File: config.mk
export PLATFORM = sky130hd
export DESIGN_NAME = gen_stream_reducer_flat
export DESIGN_NICKNAME = d
export VERILOG_FILES = /design/src/rtl/gen_stream_reducer_pkg.sv /design/src/rtl/gen_stream_reducer_if.sv /design/src/rtl/gen_stream_reducer_throttle.sv /design/src/rtl/gen_stream_reducer.sv /design/src/flat_wrapper.sv
export SDC_FILE = /design/constraint.sdc
export NUM_CORES = 1
export LEC_CHECK = 0
export CAP_MARGIN = 0
export CORE_MARGIN = 2
export CORE_UTILIZATION = 60
export DETAILED_ROUTE_END_ITERATION = 6
export DONT_BUFFER_PORTS = 1
export PLACE_DENSITY = 0.76
export SYNTH_ARGS = -nofsm -noshare
export SYNTH_HDL_FRONTEND = slang
export SYNTH_SLANG_ARGS = --single-unit
File: constraint.sdc
create_clock -name _clock -period 18.3 [get_ports _clock]
set_clock_uncertainty 0.15 [all_clocks]
set_input_delay 4.575 -clock _clock [delete_from_list [all_inputs] [get_ports _clock]]
set_output_delay 4.575 -clock _clock [all_outputs]
set_load 0.02 [all_outputs]
File: src/rtl/gen_stream_reducer_pkg.sv
// Shared types and constants for the generator stream reducer.
package gen_stream_reducer_pkg;

  localparam int GEN_W_DEFAULT = 32;
  localparam int GAP_W         = 4;

  typedef enum logic [1:0] {
    IDLE,
    LAUNCH,
    DRAIN,
    REPORT
  } reducer_state_t;

endpackage

File: src/rtl/gen_stream_reducer_if.sv
// Bundle of the caller-side, generator-side and result signals of the reducer.
interface gen_stream_reducer_if #(
  parameter int W     = gen_stream_reducer_pkg::GEN_W_DEFAULT,
  parameter int ACC_W = 48,
  parameter int CNT_W = 16
);

  // Handshakes: a generator tuple transfers on a cycle where gen__ready and
  // gen__valid are both 1; a result transfers on a cycle where _valid and
  // _ready are both 1, and _valid never drops before that transfer.
  logic                                        _start;
  logic [gen_stream_reducer_pkg::GAP_W-1:0]    ready_gap;
  logic                                        gen__start;
  logic                                        gen__ready;
  logic                                        gen__valid;
  logic                                        gen__done;
  logic [W-1:0]                                gen_0;
  logic [W-1:0]                                gen_1;
  logic                                        _ready;
  logic                                        _valid;
  logic                                        _done;
  logic [CNT_W-1:0]                            _count;
  logic [ACC_W-1:0]                            _sum;
  logic [W-1:0]                                _min;
  logic [W-1:0]                                _max;
  logic                                        _empty;
  gen_stream_reducer_pkg::reducer_state_t      state;

  modport master (
    input  _start, ready_gap, gen__valid, gen__done, gen_0, gen_1, _ready,
    output gen__start, gen__ready, _valid, _done, _count, _sum, _min, _max,
           _empty, state
  );

  modport slave (
    output _start, ready_gap, gen__valid, gen__done, gen_0, gen_1, _ready,
    input  gen__start, gen__ready, _valid, _done, _count, _sum, _min, _max,
           _empty, state
  );

endinterface

File: src/rtl/gen_stream_reducer_throttle.sv
// Gap counter that spaces out accepted tuples; ready_ok tells the FSM whether
// gen__ready may be high in the coming cycle.
module gen_stream_reducer_throttle
  import gen_stream_reducer_pkg::*;
(
  input  logic             clk,
  input  logic             rst,
  input  logic             accept,
  input  logic             load,
  input  logic [GAP_W-1:0] ready_gap,
  output logic             ready_ok
);

  logic [GAP_W-1:0] gap_cnt;
  logic [GAP_W-1:0] gap_next;

  always_comb begin
    gap_next = gap_cnt;
    if (load) begin
      gap_next = '0;
    end else if (accept) begin
      gap_next = ready_gap;
    end else if (gap_cnt != '0) begin
      gap_next = gap_cnt - 1'b1;
    end
  end

  always_ff @(posedge clk) begin
    if (rst) begin
      gap_cnt <= '0;
    end else begin
      gap_cnt <= gap_next;
    end
  end

  // Looking at the next count lets the FSM register gen__ready directly.
  assign ready_ok = (gap_next == '0);

endmodule

File: src/rtl/gen_stream_reducer.sv
// Launches one generator run, drains its tuples with a throttled ready and
// reduces them to count/sum/min/max, offered as a single ready/valid result.
module gen_stream_reducer
  import gen_stream_reducer_pkg::*;
#(
  parameter int W     = GEN_W_DEFAULT,
  parameter int ACC_W = 48,
  parameter int CNT_W = 16
) (
  input logic                  _clock,
  input logic                  _reset,
  gen_stream_reducer_if.master bus
);

  localparam logic [W-1:0] MAX_S = {1'b0, {(W-1){1'b1}}};
  localparam logic [W-1:0] MIN_S = {1'b1, {(W-1){1'b0}}};

  reducer_state_t   state;
  logic             gen_start_q, gen_ready_q, valid_q, done_q, empty_q;
  logic [CNT_W-1:0] count_q;
  logic [ACC_W-1:0] sum_q;
  logic [W-1:0]     min_q, max_q;
  logic [GAP_W-1:0] gap_lat;
  logic             first_drain;
  logic             accept, done_seen, ready_ok;
  logic [W:0]       pair;

  assign accept    = (state == DRAIN) && gen_ready_q && bus.gen__valid;
  // The generator may still show done from its previous run right after launch.
  assign done_seen = (state == DRAIN) && !first_drain && bus.gen__done;
  assign pair      = {bus.gen_0[W-1], bus.gen_0} + {bus.gen_1[W-1], bus.gen_1};

  gen_stream_reducer_throttle u_throttle (
    .clk       (_clock),
    .rst       (_reset),
    .accept    (accept),
    .load      (bus._start),
    .ready_gap (gap_lat),
    .ready_ok  (ready_ok)
  );

  always_ff @(posedge _clock) begin
    if (bus._start) begin
      state       <= LAUNCH;
      gen_start_q <= 1'b1;
      gen_ready_q <= 1'b0;
      valid_q     <= 1'b0;
      done_q      <= 1'b0;
      count_q     <= '0;
      sum_q       <= '0;
      min_q       <= MAX_S;
      max_q       <= MIN_S;
      empty_q     <= 1'b1;
      gap_lat     <= bus.ready_gap;
      first_drain <= 1'b1;
    end else if (_reset) begin
      state       <= IDLE;
      gen_start_q <= 1'b0;
      gen_ready_q <= 1'b0;
      valid_q     <= 1'b0;
      done_q      <= 1'b0;
      count_q     <= '0;
      sum_q       <= '0;
      min_q       <= MAX_S;
      max_q       <= MIN_S;
      empty_q     <= 1'b1;
      gap_lat     <= '0;
      first_drain <= 1'b0;
    end else begin
      gen_start_q <= 1'b0;
      done_q      <= 1'b0;
      case (state)
        IDLE: ;
        LAUNCH: begin
          state       <= DRAIN;
          gen_ready_q <= ready_ok;
          first_drain <= 1'b1;
        end
        DRAIN: begin
          first_drain <= 1'b0;
          if (accept) begin
            if (count_q != {CNT_W{1'b1}}) count_q <= count_q + 1'b1;
            sum_q   <= sum_q + {{(ACC_W-W-1){pair[W]}}, pair};
            if ($signed(bus.gen_0) < $signed(min_q)) min_q <= bus.gen_0;
            if ($signed(bus.gen_0) > $signed(max_q)) max_q <= bus.gen_0;
            empty_q <= 1'b0;
          end
          if (done_seen) begin
            state       <= REPORT;
            gen_ready_q <= 1'b0;
            valid_q     <= 1'b1;
          end else begin
            gen_ready_q <= ready_ok;
          end
        end
        REPORT: begin
          if (bus._ready) begin
            valid_q <= 1'b0;
            done_q  <= 1'b1;
            state   <= IDLE;
          end
        end
        default: state <= IDLE;
      endcase
    end
  end

  assign bus.gen__start = gen_start_q;
  assign bus.gen__ready = gen_ready_q;
  assign bus._valid     = valid_q;
  assign bus._done      = done_q;
  assign bus._count     = count_q;
  assign bus._sum       = sum_q;
  assign bus._min       = min_q;
  assign bus._max       = max_q;
  assign bus._empty     = empty_q;
  assign bus.state      = state;

endmodule
File: src/flat_wrapper.sv
// flat-port wrapper written by rule: the top's interface ports become plain ports
module gen_stream_reducer_flat import gen_stream_reducer_pkg::*;
#(
  parameter int W     = GEN_W_DEFAULT,
  parameter int ACC_W = 48,
  parameter int CNT_W = 16
)
  (_clock, _reset, bus__start, bus_ready_gap, bus_gen__valid, bus_gen__done, bus_gen_0, bus_gen_1, bus__ready, bus_gen__start, bus_gen__ready, bus__valid, bus__done, bus__count, bus__sum, bus__min, bus__max, bus__empty, bus_state);
  gen_stream_reducer_if #(.W(W), .ACC_W(ACC_W), .CNT_W(CNT_W)) bus_i ();
  input logic _clock;
  input logic _reset;
  input wire logic [$bits(bus_i._start)-1:0] bus__start;
  input wire logic [$bits(bus_i.ready_gap)-1:0] bus_ready_gap;
  input wire logic [$bits(bus_i.gen__valid)-1:0] bus_gen__valid;
  input wire logic [$bits(bus_i.gen__done)-1:0] bus_gen__done;
  input wire logic [$bits(bus_i.gen_0)-1:0] bus_gen_0;
  input wire logic [$bits(bus_i.gen_1)-1:0] bus_gen_1;
  input wire logic [$bits(bus_i._ready)-1:0] bus__ready;
  output wire logic [$bits(bus_i.gen__start)-1:0] bus_gen__start;
  output wire logic [$bits(bus_i.gen__ready)-1:0] bus_gen__ready;
  output wire logic [$bits(bus_i._valid)-1:0] bus__valid;
  output wire logic [$bits(bus_i._done)-1:0] bus__done;
  output wire logic [$bits(bus_i._count)-1:0] bus__count;
  output wire logic [$bits(bus_i._sum)-1:0] bus__sum;
  output wire logic [$bits(bus_i._min)-1:0] bus__min;
  output wire logic [$bits(bus_i._max)-1:0] bus__max;
  output wire logic [$bits(bus_i._empty)-1:0] bus__empty;
  output wire logic [$bits(bus_i.state)-1:0] bus_state;
  assign bus_i._start = bus__start;
  assign bus_i.ready_gap = bus_ready_gap;
  assign bus_i.gen__valid = bus_gen__valid;
  assign bus_i.gen__done = bus_gen__done;
  assign bus_i.gen_0 = bus_gen_0;
  assign bus_i.gen_1 = bus_gen_1;
  assign bus_i._ready = bus__ready;
  assign bus_gen__start = bus_i.gen__start;
  assign bus_gen__ready = bus_i.gen__ready;
  assign bus__valid = bus_i._valid;
  assign bus__done = bus_i._done;
  assign bus__count = bus_i._count;
  assign bus__sum = bus_i._sum;
  assign bus__min = bus_i._min;
  assign bus__max = bus_i._max;
  assign bus__empty = bus_i._empty;
  assign bus_state = bus_i.state;
  gen_stream_reducer #(.W(W), .ACC_W(ACC_W), .CNT_W(CNT_W)) u_core (._clock(_clock), ._reset(_reset), .bus(bus_i));
endmodule
# Word level (Yosys, flattened, before mapping)

Cells that the tools add are included.

Register bits after elaboration: 144
Input port bits: 74

Add/sub/neg operators: 4
$lt $le $gt $ge: 2
Equality and inequality tests: 8
Muxes and demuxes: 18
Bitwise logic cells: 1
Reduce and logical (&&, ||, !) cells: 22

Operators with widths:

| kind                    | count |
|---|---|
| $add A48 B48 Y48        | 1 |
| $add A32 B32 Y33        | 1 |
| $gt A32 B32 Y1          | 1 |
| $lt A32 B32 Y1          | 1 |
| $mux W4                 | 5 |
| $reduce_and A3 Y1       | 6 |
| $add A16 B1 Y16 const B | 1 |
| $ne A16 B16 Y1 const B  | 1 |
| $reduce_bool A4 Y1      | 2 |
| $mux W1                 | 7 |
| $pmux W1 S2             | 3 |
| $pmux W2 S3             | 1 |
| $reduce_bool A2 Y1      | 3 |
| $reduce_bool A3 Y1      | 2 |
| $eq A2 B2 Y1 const B    | 2 |
| $logic_and A1 B1 Y1     | 4 |
| $logic_not A4 Y1        | 1 |
| $mux W2                 | 2 |
| $sub A4 B1 Y4 const B   | 1 |
| $ne A3 B2 Y1 const B    | 1 |
| $ne A3 B3 Y1 const B    | 1 |
| $reduce_or A3 Y1        | 1 |
| $eq A2 B1 Y1 const B    | 1 |
| $ne A2 B1 Y1 const B    | 1 |
| other kinds (5)         | 5 |

# Logic depth before layout (Yosys ltp)

Word-level depth: 8
Mapped depth: 23
Depth with buffers taken out: 22

# By module

From an unflattened synthesis, not the netlist that was laid out.

Cell total of the unflattened synthesis: 1376
Area, all modules: 11088.1 sq um

By module, submodules not included:

| module                      | instances | cells an instance | area an instance (sq um) |
|---|---|---|---|
| gen_stream_reducer          | 1         | 1343              | 10819.1 |
| gen_stream_reducer_throttle | 1         | 33                | 269.0 |

# Least setup slack after synthesis

Ideal clock, no wire load.

Path kind: input to register
From: input bus_gen_1[10]
To: register u_core.sum_q[45] (netlist: u_core.bus._sum[45])
Arrival: 8.978 ns
Data required time: 18.088 ns
Path slack: 9.110 ns
Cell stages on the path: 17
Path through: ha_1 and4_4 and3b_1 a211o_1 a211oi_2 o21ai_0 a21oi_1 ha_1 clkbuf_1 a21o_1 a21o_1 a221o_1 nand4_1 a21oi_1 o41a_1 or3_1 nand3_1

Cells in the longest elaborated chain, start to end: 2

RTL lines:

| what                 | line                     | source |
|---|---|---|
| from (decl)          | flat_wrapper.sv:17       | `input wire logic [$bits(bus_i.gen_1)-1:0] bus_gen_1;` |
| $add A32 B32 Y33     | gen_stream_reducer.sv:31 | `assign pair = {bus.gen_0[W-1], bus.gen_0} + {bus.gen_1[W-1], bus.gen_1};` |
| $add A48 B48 Y48     | gen_stream_reducer.sv:83 | `sum_q <= sum_q + {{(ACC_W-W-1){pair[W]}}, pair};` |
| to (signal assigned) | gen_stream_reducer.sv:83 |  |
| to (decl)            | gen_stream_reducer.sv:21 | `logic [ACC_W-1:0] sum_q;` |

Every way passes these cells.
A chain may end at the register's enable or synchronous reset.

# Final worst setup path

From: input bus_gen_1[0]
To: register u_core.sum_q[47] (netlist: u_core.bus._sum[47])

The elaborated chain is that of the path after synthesis.

==> results.json <==
{
  "cts_buffers": 17,
  "synth_seq_area_share_pct": 25.5,
  "drc": 0,
  "hpwl_um": 22900,
  "placed_cell_area_sq_um": 11600,
  "timing.slew.headroom_pct": 45.8,
  "power_leakage_nw": 5.64,
  "ant_nets": 0,
  "hold_viol_final": 0,
  "coreArea_sq_um": 18700,
  "dr.pass1.iters": 6,
  "status": "complete, no violations",
  "clk_latency_ns": 0.43,
  "fp.dieH_um": 142,
  "nets": 1636,
  "endpoint_kind": "register",
  "wl_um": 29600,
  "hold-path-cell-count": 2,
  "cts_root_buffer": "clkbuf_16",
  "crit_buf_inv": 1,
  "tightest_slew_ns": 0.796,
  "die_w_um": 142,
  "synthToLayoutAreaGrowth_pct": 5.94,
  "critical_path_required_ns": 18.49,
  "drv_cap": 0,
  "postLayoutCellArea_sq_um": 12100,
  "cts_tree": "yes",
  "multi_input_area_sq_um": 7920,
  "tns_ns": 0,
  "timing.hold.ws_ns": 0.371,
  "netlist_area_sq_um": 11400,
  "viasPerCell": 6.12,
  "grt_pass1_vias": 9649,
  "overflow": 0,
  "grt.total_usage_pct": 28.9,
  "rows": 50,
  "port_buffers": 0,
  "critPathLaunchType": "input pin",
  "final-seq-area_sq_um": 2920,
  "final_cell_mix": "171 x nor2_1, 149 x ha_1, 140 x dfxtp_1, 137 x a21oi_1, 124 x nand2_1",
  "power_density_nw_per_um2": 69.4,
  "synthFlopType": "dfxtp_1",
  "ys_ff_latch": 144,
  "hp-start": "u_core.first_drain",
  "syn_inst": 1442,
  "ctsHoldBuffers": 0,
  "worstRegToRegCells": 12,
  "drtIter0Drc": 512,
  "grt_max_degree": 70,
  "fin_util_pct": 64.8,
  "cp_max_fo": 8,
  "cpPeakStageDelay_ns": 0.51,
  "fmax_ghz": 0.110,
  "antenna_found_initial": 1,
  "fin_total_pwr_mw": 0.841,
  "synth_top_area_share_pct": 24.5,
  "synth_area_leaders": "dfxtp_1 24%, ha_1 16%, mux2i_1 6.0%",
  "post_cts_buffers": 0,
  "finalMaxSlewViolations": 0,
  "setup_viol": 0,
  "yosysWarnings": 0,
  "wl_per_cell_um": 17.8,
  "initial_core_util_pct": 61.2,
  "synth_top_cell_by_area": "dfxtp_1",
  "syn_area_per_cell_sq_um": 7.93,
  "synth_async_sr_flop_share_pct": 0,
  "cts.htree.levels": 4,
  "worstPathArrival_ns": 9.26,
  "cts_resized": 0,
  "pin_count": 209,
  "r2r_slack_ns": 14.24,
  "r2r-start": "u_core.bus._min[13]",
  "path_cells": "ha_1 > inv_1 > fa_1 > nor2b_1 > o31ai_1 > a211oi_1 > a211oi_2 > o21ai_0 > nand2_1 > nand2_1 > a21oi_1 > xnor2_1 > ha_1 > nand2_1 > nor3_1 > a22oi_1 > o21ai_0 > nor2_1 > o311a_1 > nor4_1 > o21ai_0 > o31ai_1",
  "rsz0062_at_grt": "false",
  "cts_buffer_depth": 2,
  "synthesis.nets": 1667,
  "die_area_sq_um": 20200,
  "crit_type": "in2reg",
  "drive_gt1_share_pct": 4.21,
  "via_count": 10200,
  "clk_pin_slew_ns": 0.07,
  "crit_family": "compound AO/OA/AOI/OAI gates",
  "grt_pass1_wl_um": 47300,
  "gp_congestion": 0.944,
  "slowest_stage": "o21ai_0",
  "mostFrequentLayoutCell": "nor2_1",
  "clock_sinks": 144,
  "synth_edf_count": 4,
  "min_path_type": "reg2reg",
  "period_minus_slack_ns": 9.06,
  "hold_end": "u_core.first_drain",
  "ys_types": 71,
  "nFillCells": 1666,
  "min_period_over_period_pct": 49.5,
  "r2r_end": "u_core.bus._min[17]",
  "vdd_drop_max_uv": 69.9
}
==> worst min-delay path, cell delays in order (launching register included) <==
cell     delay, ns
dfxtp_1       0.31
nor2_1        0.10
o31ai_1       0.07
==> final cells by class <==
class | count | area share (%)
sequential | 144 | 24.1
antenna | 1 | 0.0206
tap | 234 | 2.42
multi-input combinational | 1142 | 65.3
clock inverter | 14 | 1.04
inverter | 98 | 3.06
clock buffer | 18 | 3.54
timing repair buffer | 8 | 0.496
==> cell usage after synthesis (7+ instances only) <==
master and n:
dfxtp_1 140, a211oi_1 14, and3_1 9, nor3_1 25, o21ai_0 49, and2_1 7, a21oi_1 137, inv_1 98
o31ai_1 7, clkbuf_1 47, nand2b_1 11, mux2i_1 69, o21a_1 10, a21o_1 87, or3_1 14, nor2_1 172
nand3_1 33, o21bai_1 14, ha_1 149, nand4_1 34, xor2_1 25, o211ai_1 7, xnor2_1 49, nand2_1 124
nor2b_1 14
==> routing by layer <==
metal  share of wire (%)  routed length, um  GRT usage [%]  up-vias
met2                  48              14100           50.8      291
met3                 8.5               2520           9.15       59
met1                  41              12000           33.2     4713
met5                   0                  0              0        -
li1                    -                  -              -     5088
met4                 3.0                898           10.1        0
==> stage by stage <==
step,std cells,setup slack (ns)
5_1_grt,1658,8.90
6_report,1659,9.24
2_1_floorplan,1442,9.11
3_5_place_dp,1626,8.92
3_3_place_gp,1626,9.05
4_1_cts,1658,9.35
==> kinds of logic after synthesis <==
group,synth area share (%)
adders and majority gates,16.6
muxes,6.23
AOI/OAI and AO/OA,22.0
buffers and inverters,5.45
DFF,25.5
xor gates and xnor gates,5.67
and+or+nand+nor,18.5
==> flip-flops by register name, summed over array words and instances, names as in the netlist <==
name	cells
u_core.bus._max	32
u_core.u_throttle.gap_cnt	4
u_core.bus._sum	48
u_core.bus.gen__ready	1
u_core.gap_lat	4
u_core.bus._valid	1
u_core.first_drain	1
u_core.bus.state	2
u_core.bus._min	32
u_core.bus._empty	1
u_core.bus.gen__start	1
u_core.bus._count	16
u_core.bus._done	1
==> where the power goes <==
part | switching, mW | leakage (nW) | total, mW | internal, mW
Combinational | 0.112 | 4.21 | 0.184 | 0.0720
Clock | 0.158 | 0.264 | 0.336 | 0.179
Sequential | 0.00335 | 1.17 | 0.321 | 0.317
==> how the worst max path moves through the flow <==
stage	from	endpoint	slack, ns	cells past startpoint
after floorplan	bus_gen_1[10]	u_core.bus._sum[45]	9.11	17
after global placement	bus_gen_1[9]	u_core.bus._sum[45]	9.05	20
after detailed placement	bus_gen_1[9]	u_core.bus._sum[45]	8.92	20
after CTS	bus_gen_1[0]	u_core.bus._sum[47]	9.35	22
after global routing	bus_gen_1[1]	u_core.bus._sum[44]	8.90	19
final	bus_gen_1[0]	u_core.bus._sum[47]	9.24	22
No activity file was read; power rests on OpenSTA's default activity.
